===== config.mk =====
export PLATFORM = sky130hd
export DESIGN_NAME = mad_result_scoreboard
export DESIGN_NICKNAME = d
export VERILOG_FILES = /design/src/rtl/mad_result_scoreboard.sv
export SDC_FILE = /design/constraint.sdc
export NUM_CORES = 2
export LEC_CHECK = 0
export BUFFER_PORTS_ARGS = -buffer_cell sky130_fd_sc_hd__buf_2
export CELL_PAD_IN_SITES_DETAIL_PLACEMENT = 0
export CELL_PAD_IN_SITES_GLOBAL_PLACEMENT = 1
export CORE_MARGIN = 2
export CORE_UTILIZATION = 54
export DETAILED_ROUTE_END_ITERATION = 7
export PLACE_DENSITY_LB_ADDON = 0.1
export SETUP_SLACK_MARGIN = 0.1
export SLEW_MARGIN = 20
export SYNTH_ARGS = -nofsm -noshare
export SYNTH_HDL_FRONTEND = slang
export SYNTH_SLANG_ARGS = --single-unit

===== constraint.sdc =====
create_clock -name MCLK -period 11.3 [get_ports MCLK]
set_input_delay 1.13 -clock MCLK [delete_from_list [all_inputs] [get_ports MCLK]]
set_output_delay 1.13 -clock MCLK [all_outputs]
set_load 0.01 [all_outputs]

===== src/rtl/mad_result_scoreboard.sv =====
// -----------------------------------------------------------------------------
// mad_result_scoreboard
//
// Passive checker for a MAD (multiply-add) unit. It snoops the operand
// handshake. On each issue (IE & IREADY) it computes the golden result
// (A*B + C) mod 2^DATA_WIDTH and queues it in an in-order FIFO. Every result
// the MAD presents (OE/O) is compared against the FIFO head. Pass and error
// counts, sticky error flags and the first mismatching pair are reported.
//
// Ports
//   MCLK, nRST          clock (rising edge), asynchronous active-low reset
//   IE, IREADY          operand valid / MAD ready; issue = IE & IREADY
//   A, B, C             operands
//   OE, O               MAD result valid / result value
//   PASS_COUNT          matching results (saturating)
//   ERR_COUNT           mismatching results (saturating)
//   PENDING             issued results not yet retired
//   MISMATCH            sticky: some compare failed
//   OVERFLOW            sticky: an issue found the FIFO full with no pop
//   UNDERFLOW           sticky: OE found the FIFO empty
//   FIRST_EXP/FIRST_GOT expected/received values of the first mismatch
//   IDLE                registered PENDING == 0
// All outputs are registered; there is no combinational input-to-output path.
// -----------------------------------------------------------------------------
`timescale 1ns/1ps

module mad_result_scoreboard #(
  parameter int DATA_WIDTH = 32,
  parameter int DEPTH      = 8,   // power of two, >= 2
  parameter int CNT_WIDTH  = 16
) (
  input  logic                       MCLK,
  input  logic                       nRST,
  input  logic                       IE,
  input  logic                       IREADY,
  input  logic [DATA_WIDTH-1:0]      A,
  input  logic [DATA_WIDTH-1:0]      B,
  input  logic [DATA_WIDTH-1:0]      C,
  input  logic                       OE,
  input  logic [DATA_WIDTH-1:0]      O,
  output logic [CNT_WIDTH-1:0]       PASS_COUNT,
  output logic [CNT_WIDTH-1:0]       ERR_COUNT,
  output logic [$clog2(DEPTH+1)-1:0] PENDING,
  output logic                       MISMATCH,
  output logic                       OVERFLOW,
  output logic                       UNDERFLOW,
  output logic [DATA_WIDTH-1:0]      FIRST_EXP,
  output logic [DATA_WIDTH-1:0]      FIRST_GOT,
  output logic                       IDLE
);

  localparam int PTR_W = $clog2(DEPTH);
  localparam int OCC_W = $clog2(DEPTH + 1);
  localparam logic [OCC_W-1:0]     OCC_FULL = OCC_W'(DEPTH);
  localparam logic [CNT_WIDTH-1:0] CNT_MAX  = '1;

  logic [DATA_WIDTH-1:0] mem [DEPTH];
  logic [PTR_W-1:0]      wr_ptr;
  logic [PTR_W-1:0]      rd_ptr;
  logic [OCC_W-1:0]      occ;
  logic [OCC_W-1:0]      occ_next;

  logic                  issue;
  logic                  empty;
  logic                  full;
  logic                  push;
  logic                  pop;
  logic                  is_match;
  logic [DATA_WIDTH-1:0] golden;
  logic [DATA_WIDTH-1:0] head;

  assign issue = IE & IREADY;
  // Full and empty come from the occupancy count, so PENDING == DEPTH is
  // never confused with an empty FIFO even though the pointers then coincide.
  assign empty = (occ == '0);
  assign full  = (occ == OCC_FULL);

  // A pop frees a slot in the same cycle, so an issue into a full FIFO is
  // still accepted when a result retires alongside it.
  assign pop  = OE & ~empty;
  assign push = issue & (~full | pop);

  // Expression width is DATA_WIDTH: the product is truncated, then the add wraps.
  assign golden   = A * B + C;
  assign head     = mem[rd_ptr];
  assign is_match = (O == head);

  always_comb begin
    // NOTE: occ_next gets its default before the case so every path assigns it
    // and no latch is inferred.
    occ_next = occ;
    case ({push, pop})
      2'b10:   occ_next = occ + 1'b1;
      2'b01:   occ_next = occ - 1'b1;
      default: occ_next = occ;
    endcase
  end

  // NOTE: the storage array has no reset; an entry is only read after it has
  // been written, and the occupancy count alone decides what is valid.
  always_ff @(posedge MCLK) begin
    if (push) mem[wr_ptr] <= golden;
  end

  // NOTE: non-blocking assignments in clocked blocks so every register samples
  // the pre-edge value of the others.
  always_ff @(posedge MCLK or negedge nRST) begin
    if (!nRST) begin
      wr_ptr <= '0;
      rd_ptr <= '0;
      occ    <= '0;
      IDLE   <= 1'b1;
    end else begin
      // DEPTH is a power of two, so the natural pointer wrap is modulo DEPTH.
      if (push) wr_ptr <= wr_ptr + 1'b1;
      if (pop)  rd_ptr <= rd_ptr + 1'b1;
      occ  <= occ_next;
      IDLE <= (occ_next == '0);
    end
  end

  assign PENDING = occ;

  always_ff @(posedge MCLK or negedge nRST) begin
    if (!nRST) begin
      PASS_COUNT <= '0;
      ERR_COUNT  <= '0;
      MISMATCH   <= 1'b0;
      OVERFLOW   <= 1'b0;
      UNDERFLOW  <= 1'b0;
      FIRST_EXP  <= '0;
      FIRST_GOT  <= '0;
    end else begin
      if (pop) begin
        if (is_match) begin
          if (PASS_COUNT != CNT_MAX) PASS_COUNT <= PASS_COUNT + 1'b1;
        end else begin
          if (ERR_COUNT != CNT_MAX) ERR_COUNT <= ERR_COUNT + 1'b1;
          // Only the first failing pair is kept; later ones just count.
          if (!MISMATCH) begin
            FIRST_EXP <= head;
            FIRST_GOT <= O;
          end
          MISMATCH <= 1'b1;
        end
      end
      if (issue && full && !pop) OVERFLOW  <= 1'b1;
      if (OE && empty)           UNDERFLOW <= 1'b1;
    end
  end

endmodule


==> results.txt <==
I/O pin total - 237
Async set-reset flop share out of synthesis - 0.3005
Top cells by count, synth - 509 x inv_1, 439 x fa_1, 303 x and2_1, 256 x edfxtp_1, 255 x nand2_1
Core area - 0.05781 mm^2
Top-count cell post-synth - inv_1
Slew Limit Fails - 0
Clock buffer depth - 3
Routed vias/inst - 5.400
Sequential share of the synthesized area - 0.3299
Hold Worst Slack - 0.4672 ns
Placed insts - 3620
Starting DRT DRC Count - 881
Total GRT Usage - 0.2593
Top cells by area, synth - fa_1 28%, edfxtp_1 24%, dfrtp_1 8.6%
H-tree depth - 1
MaxCap Viol Count - 0
Required time worst endpoint - 11.59 ns
Fin Setup TNS - 0 ns
CTS Root Cell - clkbuf_16
Antenna violations before repair - 0
Fraction of final layout cells sized beyond drive strength 1 - 0.1463
Hold Vio Cnt, Final - 0
Cell accounting for the most synthesized area - fa_1
Synth top area share - 0.2777
Synthesis-to-finish area growth - 8.441%
Class of the worst hold path - flip-flop to flip-flop
DRC - 0
Starting density of the core - 0.5475
Routed WL - 75.88 mm
Setup CP Type - input pin to flip-flop
Clock Latency Late Sink - 0.56 ns
Setup violators final - 0
Multi-input gate area - 0.01876 mm^2
Hpwl dp - 56.93 mm
RSZ-0062 raised after global routing - false
Clk slew on worst S/H paths - 0.07 ns
Unique masters post-synth - 59
Largest net degree at the start of global routing - 73
Clock skew - 0.01807 ns
Non-Filler Instances - 3676
Synth warnings - 0
Fmax - 118.1 MHz
Layout Nets - 3589
Row Count - 88
CTS buffer count - 30
# fillers - 4835
Die area - 0.06056 mm^2
CP startpoint kind - input pin
Port Buffers - 236
Clk sinks - 366
Status - finished, final reports clean
Chip Height - 246.1 um
Post-CTS sizing - 0
Post-Syn Instances - 2730
TritonRoute pass-1 iters - 5
Net count after synthesis - 3432
Die Width - 246.1 um
Antenna Nets Post-Route - 0
Ant diodes - 0
Most used DFF post-synth - edfxtp_1
Vias - 19850
Slew HR - 0.2723
Hold-fix buffer count after cts - 0
Syn avg cell area - 11.59 um^2
Crit path max fanout - 32
DR WL/cell - 20.64 um
Slew @ Worst Pin - 1.092 ns
CTS tree - yes
Post-route minimum period - 8.469 ns
Grt total ovfl - 0
Mapped cell area - 0.03165 mm^2
Gpl congestion - 0.8473
Postcts setup bufs - 0
Tcrit/Tclk final - 0.7495
WP data arrival - 8.76 ns
Vias in the first global route - 21740
First-pass GRT wire length - 120.4 mm
Storage cell area - 0.01045 mm^2
Crit. End Element - flip-flop
Number of synthesized flops with an enable pin - 256
Yosys reg bits - 366
## stage by stage
stage                     area, um^2    util  setup slack [ns]
after floorplan                31650       -             3.057
after global placement         33350  0.5770             2.493
after detailed placement       33360  0.5771             2.270
after CTS                      34320  0.5937             2.850
after global routing           34320  0.5937             2.365
final                          34320  0.5937             2.831
## cell usage in the layout, fill, tap and decap left out, types with 18 or more instances in the layout
master	n
nand4_1	22
fa_1	439
clkbuf_16	31
and2_1	302
nand3_1	25
xor2_1	28
nand2_1	255
mux4_2	36
dfrtp_1	108
edfxtp_1	256
ha_1	130
mux2_4	49
mux2i_1	39
mux2_2	26
nor2_1	25
xnor2_1	117
buf_2	235
a21oi_1	34
inv_1	509
a211oi_1	18
## routing by layer
metal | track usage | vias to the layer above | part of all wire
met5 | 0 | - | 0
met4 | 0.08503 | 0 | 0.032
met3 | 0.01492 | 122 | 0.034
met2 | 0.4751 | 450 | 0.53
met1 | 0.3279 | 10390 | 0.41
li1 | - | 8889 | -
## area by class of cell
type,count,share of cell area
Timing Repair Buffer,250,0.03755
Inverter,509,0.05567
Tap cell,765,0.02789
Multi-Input combinational cell,1730,0.5466
Sequential cell,366,0.3044
Clock buffer,36,0.02315
Clock inverter,20,0.004776
## kinds of logic after synthesis
| group | Yosys count | share of synthesized area |
|---|---|---|
| AOI/OAI and AO/OA | 142 | 0.03029 |
| muxes | 165 | 0.07579 |
| DFF | 366 | 0.3299 |
| and+or+nand+nor | 708 | 0.1160 |
| buffers and inverters | 634 | 0.07844 |
| adders and majority gates | 569 | 0.3291 |
| xor gates and xnor gates | 146 | 0.04041 |
## path summary, 6_finish.rpt
kind	startpoint	end	slack (ns)	cells past startpoint
max reg2reg	rd_ptr[1]	FIRST_EXP[11]	6.12	10
max	B[0]	mem[7][31]	2.83	22
max in group asynchronous	nRST	PASS_COUNT[5]	9.40	2
min reg2reg	UNDERFLOW	UNDERFLOW	0.47	1
min	UNDERFLOW	UNDERFLOW	0.47	1
min in group asynchronous	nRST	FIRST_GOT[26]	0.53	1
## state kept, by name (all words and copies together), names as in the netlist
signal and flops:
PENDING 4, OVERFLOW 1, rd_ptr 3, PASS_COUNT 16
ERR_COUNT 16, wr_ptr 3, FIRST_EXP 32, mem 256
UNDERFLOW 1, FIRST_GOT 32, MISMATCH 1, IDLE 1
## critical path: stages
cell      delay, ns
buf_2          0.71
and2_1         0.26
fa_1           0.44
fa_1           0.46
fa_1           0.55
fa_1           0.57
ha_1           0.23
ha_1           0.27
inv_1          0.05
fa_1           0.45
fa_1           0.49
inv_1          0.04
ha_1           0.19
or3_1          0.42
or3_1          0.32
o21a_1         0.19
o41ai_1        0.67
o31a_1         0.36
nor3_1         0.11
o221ai_1       0.27
o21ai_1        0.13
xnor2_1        0.44
Power is not shown: default switching activity piles up to over one toggle a cycle in this logic, so the estimate is an artifact.
